--- config.mk ---
export PLATFORM = sky130hd
export DESIGN_NAME = outbound_ipv4_framer
export DESIGN_NICKNAME = d
export VERILOG_FILES = /design/src/rtl/outbound_ipv4_framer.sv
export SDC_FILE = /design/constraint.sdc
export NUM_CORES = 1
export LEC_CHECK = 0
export ABC_AREA = 1
export CAP_MARGIN = 20
export CELL_PAD_IN_SITES_DETAIL_PLACEMENT = 1
export CELL_PAD_IN_SITES_GLOBAL_PLACEMENT = 1
export CORE_MARGIN = 8
export CORE_UTILIZATION = 27
export DETAILED_ROUTE_END_ITERATION = 10
export GPL_ROUTABILITY_DRIVEN = 0
export PLACE_DENSITY_LB_ADDON = 0.2
export SETUP_SLACK_MARGIN = 0.3
export SKIP_LAST_GASP = 1
export SYNTH_ARGS = -nofsm -noshare
export SYNTH_HDL_FRONTEND = slang
export SYNTH_SLANG_ARGS = --single-unit
--- constraint.sdc ---
create_clock -name clk -period 2.9 [get_ports clk]
set_clock_uncertainty 0.1 [all_clocks]
set_input_delay 0.725 -clock clk [delete_from_list [all_inputs] [get_ports clk]]
set_output_delay 0.725 -clock clk [all_outputs]
set_load 0.1 [all_outputs]
--- src/rtl/outbound_ipv4_framer.sv ---
// Outbound IPv4 framer: latches a header, fetches its checksum,
// then emits the 5 header words followed by the UDP segment.
module outbound_ipv4_framer #(
  parameter int CSUM_TIMEOUT = 63
) (
  input  logic         clk,
  input  logic         reset,
  input  logic [159:0] hdr_in,
  input  logic         hdr_in_valid,
  output logic         hdr_in_ready,
  output logic [159:0] crc_header,
  output logic         crc_header_valid,
  input  logic [15:0]  crc_checksum,
  input  logic         crc_checksum_valid,
  input  logic [31:0]  s_axis_tdata,
  input  logic         s_axis_tvalid,
  output logic         s_axis_tready,
  input  logic         s_axis_tlast,
  output logic [31:0]  m_axis_tdata,
  output logic         m_axis_tvalid,
  input  logic         m_axis_tready,
  output logic         m_axis_tlast,
  output logic         err_timeout
);

  typedef enum logic [1:0] {
    IDLE,
    WAIT_CSUM,
    HDR,
    PAYLOAD
  } state_t;

  localparam logic [8:0] TMO = 9'(CSUM_TIMEOUT);

  state_t       state;
  state_t       state_nxt;
  logic [159:0] hdr_reg;
  logic [2:0]   idx;
  logic [7:0]   cnt;
  logic [8:0]   cnt_inc;
  logic [31:0]  hdr_word;
  logic         hdr_acc;
  logic         csum_take;
  logic         csum_idle;
  logic         cnt_expire;
  logic         hdr_beat;

  assign hdr_acc    = (state == IDLE) && hdr_in_valid;
  assign csum_take  = (state == WAIT_CSUM) && crc_checksum_valid;
  assign csum_idle  = (state == WAIT_CSUM) && !crc_checksum_valid;
  assign cnt_inc    = {1'b0, cnt} + 9'd1;
  assign cnt_expire = csum_idle && (cnt_inc == TMO);
  assign hdr_beat   = (state == HDR) && m_axis_tready;
  assign crc_header = hdr_reg;

  // Select the header word addressed by idx, word 0 first.
  always_comb begin
    hdr_word = hdr_reg[31:0];
    case (idx)
      3'd0:    hdr_word = hdr_reg[159:128];
      3'd1:    hdr_word = hdr_reg[127:96];
      3'd2:    hdr_word = hdr_reg[95:64];
      3'd3:    hdr_word = hdr_reg[63:32];
      default: hdr_word = hdr_reg[31:0];
    endcase
  end

  // Next state and stream outputs; payload is a pure passthrough.
  always_comb begin
    state_nxt     = state;
    hdr_in_ready  = 1'b0;
    s_axis_tready = 1'b0;
    m_axis_tvalid = 1'b0;
    m_axis_tdata  = '0;
    m_axis_tlast  = 1'b0;
    case (state)
      IDLE: begin
        hdr_in_ready = 1'b1;
        if (hdr_in_valid)
          state_nxt = WAIT_CSUM;
      end
      WAIT_CSUM: begin
        if (crc_checksum_valid)
          state_nxt = HDR;
        else if (cnt_inc == TMO)
          state_nxt = IDLE;
      end
      HDR: begin
        m_axis_tvalid = 1'b1;
        m_axis_tdata  = hdr_word;
        if (m_axis_tready && idx == 3'd4)
          state_nxt = PAYLOAD;
      end
      PAYLOAD: begin
        m_axis_tvalid = s_axis_tvalid;
        m_axis_tdata  = s_axis_tdata;
        m_axis_tlast  = s_axis_tlast;
        s_axis_tready = m_axis_tready;
        if (s_axis_tvalid && m_axis_tready && s_axis_tlast)
          state_nxt = IDLE;
      end
      default: state_nxt = IDLE;
    endcase
  end

  // State register.
  always_ff @(posedge clk) begin
    if (reset)
      state <= IDLE;
    else
      state <= state_nxt;
  end

  // Header store; the checksum lands in bits [79:64] once.
  always_ff @(posedge clk) begin
    if (reset)
      hdr_reg <= '0;
    else if (hdr_acc)
      hdr_reg <= hdr_in;
    else if (csum_take)
      hdr_reg[79:64] <= crc_checksum;
  end

  // Checksum wait counter.
  always_ff @(posedge clk) begin
    if (reset)
      cnt <= '0;
    else if (hdr_acc)
      cnt <= '0;
    else if (csum_idle)
      cnt <= cnt_inc[7:0];
  end

  // Header word index, advanced per accepted beat.
  always_ff @(posedge clk) begin
    if (reset)
      idx <= '0;
    else if (csum_take)
      idx <= '0;
    else if (hdr_beat)
      idx <= (idx == 3'd4) ? 3'd0 : idx + 3'd1;
  end

  // Registered single-cycle launch and timeout pulses.
  always_ff @(posedge clk) begin
    if (reset) begin
      crc_header_valid <= 1'b0;
      err_timeout      <= 1'b0;
    end else begin
      crc_header_valid <= hdr_acc;
      err_timeout      <= cnt_expire;
    end
  end

endmodule

# == Word level (Yosys, flattened, before mapping) ==
# Cells that the tools add are included.
# op_classes
muxes,15
n_reduce_logical,15
eq_ne,12
n_addsub,2
# ops
op,n
$pmux W32 S4,1
$pmux W32 S2,1
$mux W16,2
$mux W2,5
$add A8 B1 Y9 const B,1
$eq A9 B6 Y1 const B,1
$logic_and A1 B1 Y1,8
$pmux W2 S4,1
$eq A3 B2 Y1 const B,2
$eq A2 B2 Y1 const B,2
$ne A2 B2 Y1 const B,2
$reduce_and A4 Y1,1
$reduce_or A2 Y1,2
$add A3 B1 Y3 const B,1
$eq A3 B1 Y1 const B,1
$eq A3 B3 Y1 const B,1
$logic_not A3 Y1,1
$mux W1,3
$mux W3,1
$ne A3 B2 Y1 const B,1
$eq A2 B1 Y1 const B,1
$logic_not A2 Y1,1
$ne A2 B1 Y1 const B,1
$pmux W1 S2,1
other kinds (2),2
# totals
inputBits,215
out_inout_bits,198
elab_cells,51
reg_bits,175

# == Depth between registers and ports, before layout ==
# logic_depth
word_depth,5
depth_mapped,13
mapped_depth_nobuf,13

# == Least setup slack after synthesis ==
# No wires, ideal clock.
# synth_path
path_kind,reg2out
start,register (tool-made name)
end,output m_axis_tvalid
stages_incl_launch_ff,3
arrival_time_ps,2626
required_time_ps,2075
path_buffers,0
path_slack_ps,-551
cell_sequence,dfxtp_1 > inv_1 > o21ai_0
# synth_rtl
element,line,text
to (decl),20,"output logic m_axis_tvalid,"

# == Final worst setup path ==
# layout_path
start,register idx[0]
end,output m_axis_tdata[26]
# layout_via
elab_chain_len,3
elab_cells_between_ends,6
classes_between,3 x eq/ne; 2 x mux; 1 x reduce/logical
# layout_rtl
element,line,text
from (decl),38,logic [2:0] idx;
from (signal assigned),141,idx <= (idx == 3'd4) ? 3'd0 : idx + 3'd1;
"$eq A3 B2 Y1, or another cell as far along",59,case (idx)
$pmux W32 S4 (*),59,
$pmux W32 S2 (*),76,case (state)
to (decl),19,"output logic [31:0] m_axis_tdata,"
# Mark *: on every way between the ends. The rest lies on a longest branch, timed or not.

==> results.cfg <==
[floorplan]
io_pins = 413
start_util_pct = 27.3
die_w_um = 183
core_mm2 = 0.0276
die_h_um = 183
die_area_mm2 = 0.0335
num_rows = 61

[grt]
gr-total-overflow = 0
grt_max_degree = 82
grt_pass1_vias = 9399
antenna_found_initial = 2
grt_pass1_wl_um = 59300
grt_use_total_pct = 23.3

[critical_path]
critical_path.max_fanout = 7
critPathLaunchType = register
crit_arrival_ns = 2.32
crit_path_end_kind = output port
cp-startpoint = idx[0]
cp.required_ns = 2.08
r2r_start = state[0]
path_class = reg2out

[clocking]
htreeDepth = 4
cts_root_buf = clkbuf_16
tritoncts = done
clkTransAtPathRegs_ns = 0.07
clock_latency_ns = 0.43
clk_path_buf_depth = 2
cts_buffers = 17
cts.sinks = 175

[yosys]
synth_nets = 1195
muxShareOfSynthArea_pct = 0
synth_area_mm2 = 0.00753
synth_xor_area_share_pct = 0.116
yosysTopAreaCellShare_pct = 46.5
synth_top_family_by_area = compound AO/OA/AOI/OAI gates
synth-compound-area-share_pct = 24.2
synthAdderAreaFrac_pct = 1.16
synth_flop_cell = dfxtp_1
seq_area_frac_synth_pct = 46.5
yosysWarnings = 0
synth_edf_count = 0
yosysUniqueCellTypes = 30
ys_ff_latch = 175
netlist_top_cells_count = nand2_1 (239), dfxtp_1 (175), inv_1 (124)
ys_async_sr_fraction_pct = 0
synthMostInstantiatedCell = nand2_1
avgSynthCellArea_um2 = 7.74
yosysTopAreaCell = dfxtp_1
synth_area_leaders = dfxtp_1 (46%), nand2_1 (12%), o21ai_1 (6.2%)
synth-simple-area-share_pct = 16.4
postSynthCellCount = 973

[placement]
placed_area_mm2 = 0.0124
placed_cells_incl_taps = 1742
dp_hpwl_um = 31100
portBuffers = 412

[power_and_ir_drop]
pwr-share-seq_pct = 32.9
comb_power_share_pct = 39.8
power.density_mw_per_mm2 = 626
p_switching_mw = 3.79
leakage_nw = 5.63
internal-power_mw = 4.79
switching_share_pct = 44.2
irDropWorstVdd_v = 0.000366
p_clk_share_pct = 27.3

[sta]
fmax_mhz = 318
worst_pin_slew_ns = 0.686
fin_crit_ns = 3.15
hold_viol = 0
finalSetupViolations = 32
fin_crit_sh_pct = 108
rsz0062_at_grt = true
slew_violations = 0
finalWorstSetupSlack_ns = -0.246
slew_headroom_pct = 54.3
tns_ns = -5.94

[cells_and_area]
drive_gt1_share_pct = 31.0
final_area_mm2 = 0.0137
finish.net_count = 1622
final_cells = 1792
fillers = 3210
syn2layout_area_growth_pct = 81.8

[drt]
drcViolationCount = 0
viasPerCell = 4.84
ant_nets = 0
routedWlPerCell_um = 22.5
drt_iter0_drc = 372
drt-total-wl_um = 40300
num_vias = 8672
first_pass_iters = 4

[hold_path]
min-delay-start = crc_header[43]
hold_path_class = reg2reg

[status]
violations = negative setup slack
outcome = finished with violations

[flow_run]
maxCapViolations = 0
==> registers in the layout, summed over array words and instances, names as in the netlist, named ones only <==
name and count:
crc_header 160, cnt 8, idx 3, crc_header_valid 1, err_timeout 1, state 1
==> power by group through the flow <==
stage	clock network, mW	registers [mW]	logic [mW]
2_1_floorplan	0	4.27	0.790
4_1_cts	2.39	2.82	3.40
3_3_place_gp	0	2.85	3.26
5_1_grt	2.49	2.84	3.56
3_5_place_dp	0	2.86	3.28
6_report	2.35	2.82	3.41
==> stage by stage <==
step | power [mW] | worst slack, ns | hold WS, ns | util (%)
after floorplan | 5.06 | 0.207 | 0.386 | -
after global placement | 6.11 | 0.0690 | 0.363 | 44.8
after detailed placement | 6.14 | 0.0313 | 0.370 | 44.8
after CTS | 8.61 | -0.206 | 0.384 | 49.0
after global routing | 8.89 | -0.346 | 0.412 | 49.6
final | 8.58 | -0.246 | 0.382 | 49.6
==> cell type report <==
cell class	count	area, um2	share of cell area (%)
clock inverter	15	153	1.11
sequential	175	3530	25.8
clock buffer	17	425	3.11
antenna	1	2.50	0.0183
multi-input combinational	608	3860	28.2
tap	378	473	3.45
inverter	131	508	3.71
timing repair buffer	467	4750	34.7
==> path summary, 6_finish.rpt <==
| kind | endpoint | slack (ns) | cells past startpoint |
|---|---|---|---|
| hold reg to reg | crc_header[43] | 0.38 | 2 |
| hold / removal | crc_header[43] | 0.38 | 2 |
| setup reg to reg | cnt[4] | 0.76 | 7 |
| setup / recovery | m_axis_tdata[26] | -0.25 | 12 |
==> placed cells by master (no fill, tap or decap), drive strengths merged <==
| cell type | count |
|---|---|
| o22ai | 32 |
| clkinv | 6 |
| a22oi | 1 |
| buf | 253 |
| o21ai | 154 |
| a22o | 48 |
| o211ai | 2 |
| nand4 | 5 |
| clkinvlp | 2 |
| clkdlybuf4s50 | 214 |
| nand2 | 244 |
| inv | 137 |
| nand3 | 8 |
| bufinv | 1 |
| diode | 1 |
| nor2 | 47 |
| a31oi | 2 |
| a221oi | 32 |
| a21oi | 24 |
| dfxtp | 175 |
| xor2 | 1 |
| clkbuf | 17 |
| nor3 | 1 |
| ha | 7 |
==> cells by family (layout without fill, tap and decap cells) <==
logic type,count (synthesis),count (layout)
and+or+nand+nor,305,305
AOI/OAI and AO/OA,295,295
buffers and inverters,190,630
DFF,175,175
adders and majority gates,7,7
xor gates and xnor gates,1,1
other,0,1
==> per-layer routing <==
layer | global-route usage, % | wire [um] | share of wire [%] | vias up
met3 | 7.06 | 3200 | 7.9 | 63
li1 | - | - | - | 4106
met5 | 0 | 13 | 0.032 | -
met4 | 8.17 | 1300 | 3.2 | 2
met1 | 24.9 | 15200 | 38 | 4164
met2 | 42.8 | 20600 | 51 | 337
==> timing repair <==
item                       4_1_cts  5_1_grt
hold buffers                     0        0
gates resized for setup         91       30
setup endpoints to repair       32       32
buffers inserted                 9        4
gates cloned                     4        0
pin swaps                       21       19
==> critical path, cell delays in order, from the launching register on <==
cell,delay [ns]
dfxtp_4,0.37
ha_4,0.16
ha_4,0.16
inv_4,0.07
buf_12,0.12
buf_4,0.11
o22ai_1,0.07
a221oi_1,0.28
buf_4,0.20
o21ai_4,0.06
nand2_2,0.08
nand2_4,0.06
buf_12,0.16
Power figures use the tool's default switching activity.
==> RTL change, RTL diff (config.mk and constraints unchanged) <==
Re-encode `state_t` (4 states) as one-hot, 4 bits wide.
--- a/src/rtl/outbound_ipv4_framer.sv
+++ b/src/rtl/outbound_ipv4_framer.sv
@@ -23,11 +23,11 @@
   output logic         err_timeout
 );
 
-  typedef enum logic [1:0] {
-    IDLE,
-    WAIT_CSUM,
-    HDR,
-    PAYLOAD
+  typedef enum logic [3:0] {
+    IDLE      = 4'b0001,
+    WAIT_CSUM = 4'b0010,
+    HDR       = 4'b0100,
+    PAYLOAD   = 4'b1000
   } state_t;
 
   localparam logic [8:0] TMO = 9'(CSUM_TIMEOUT);
Function: no difference found for any inputs over 4 cycles, from zero or initial values and one cycle with reset high; so few cycles prove little.
==> RTL change against the unedited design <==
The flow still finishes with violations (setup timing). Sequential cell count increased by 2. Clock power increased by 3%. Hold slack improved by 0.018 ns. Cell area increased by 3.4%. Worst setup slack got worse by 0.013 ns. Power increased by 14%. Critical path depth decreased by 1. Wire length increased by 0.61%. Non-clock buffer count increased by 13. Synthesized area decreased by 0.68%. Critical path type unchanged. Critical endpoint is now m_axis_tdata[14]. Largest cell class unchanged.
==> RTL change: results <==
set metrics [dict create \
    hpwl_um 30700 \
    relSlewSlack 0.704 \
    post_cts_buffers 7 \
    violations "setup timing" \
    clock_path_buffers 2 \
    numCtsBuffers 17 \
    clk_pin_slew_worst_paths_ns 0.08 \
    nNetsFinal 1609 \
    yosysWarnings 0 \
    drt_first_pass_iters 5 \
    largest_reg_flops 160 \
    io_buffers 412 \
    setup_violations 32 \
    ys_top_cells_by_area "dfxtp_1 47%, nand2_1 12%, o21ai_0 8.8%" \
    vias 8611 \
    p_leak_nw 5.72 \
    worstPathArrival_ns 2.33 \
    crit_path_top_delay_cell "dfxtp_4" \
    grt_max_degree 76 \
    wirelength_um 40600 \
    hold_path_class "flop to flop" \
    crit_path_max_fanout 5 \
    initialDrtViolationCount 401 \
    synth.distinct_cells 32 \
    insertion_delay_ns 0.44 \
    p_sw_mw 4.67 \
    synth_common_cells "245 x nand2_1, 177 x dfxtp_1, 132 x o21ai_0" \
    cts_max_level 4 \
    cts-root-buf "clkbuf_16" \
    grt_pass1_wl_um 59200 \
    status "finished, violations left" \
    async_flop_share 0 \
    synthFlopType "dfxtp_1" \
    synthesis.nets 1168 \
    synth_edf_count 0 \
    peakVddDrop_uv 377 \
    ys_seq_area_frac 0.473 \
    p_comb_mw 4.34 \
    grt_antenna_before_repair 6 \
    slowest_delay_ns 0.38 \
    post_cts_resized 194 \
    grt.total_usage 0.234 \
    seqPwrFrac 0.310 \
    worst_slack_ns -0.259 \
    clock_power_share 0.247 \
    grt_pass1_vias 9210 \
    layout-drive-gt1-share 0.332 \
    crit_family "buffers and inverters" \
]
-- RTL change: logic make-up after synthesis --
logic type      Yosys count  share of synthesized area
simple gates            290                      0.154
compound gates          308                      0.267
fa+ha+maj                 7                     0.0117
flops                   177                      0.473
buf+inv                 164                     0.0931
-- RTL change: worst paths after layout --
check                           slack (ns)  depth (start not counted)                           to                        start
worst min register to register        0.40                          2  crc_header[73]$_SDFFE_PP0P_  crc_header[73]$_SDFFE_PP0P_
worst max register to register        0.67                          8  crc_header[85]$_SDFFE_PP0P_        state[2]$_SDFFE_PP0P_
worst max-delay path                 -0.26                         11             m_axis_tdata[14]          idx[0]$_SDFFE_PP0P_
worst min-delay path                  0.40                          2  crc_header[73]$_SDFFE_PP0P_  crc_header[73]$_SDFFE_PP0P_
-- RTL change: through the flow --
| step | hold slack, ns | cell area [µm²] | instances | setup WS [ns] | setup TNS, ns |
|---|---|---|---|---|---|
| after floorplan | 0.357 | 7750 | 946 | 0.193 | 0 |
| after global placement | 0.364 | 12500 | 1731 | -0.107 | -0.162 |
| after detailed placement | 0.371 | 12500 | 1731 | -0.142 | -0.489 |
| after CTS | 0.399 | 13900 | 1774 | -0.197 | -5.45 |
| after global routing | 0.414 | 14200 | 1784 | -0.321 | -8.80 |
| final | 0.399 | 14200 | 1784 | -0.259 | -6.19 |
-- RTL change: final cells by class --
type	count	area, µm²
Fill cell	3120	13400
Sequential cell	177	3580
Clock buffer	17	425
Multi-Input combinational cell	605	4190
Antenna cell	6	15.0
Clock inverter	15	181
Timing Repair Buffer	480	4880
Inverter	106	417
Tap cell	378	473
-- RTL change: per-layer routing --
layer  vias up  GRT usage  routed length (µm)
met2       319      0.389               19500
met5         -          0                   0
met4         0     0.0997                1310
li1       4102          -                   -
met3        65     0.0620                2590
met1      4125      0.282               17100
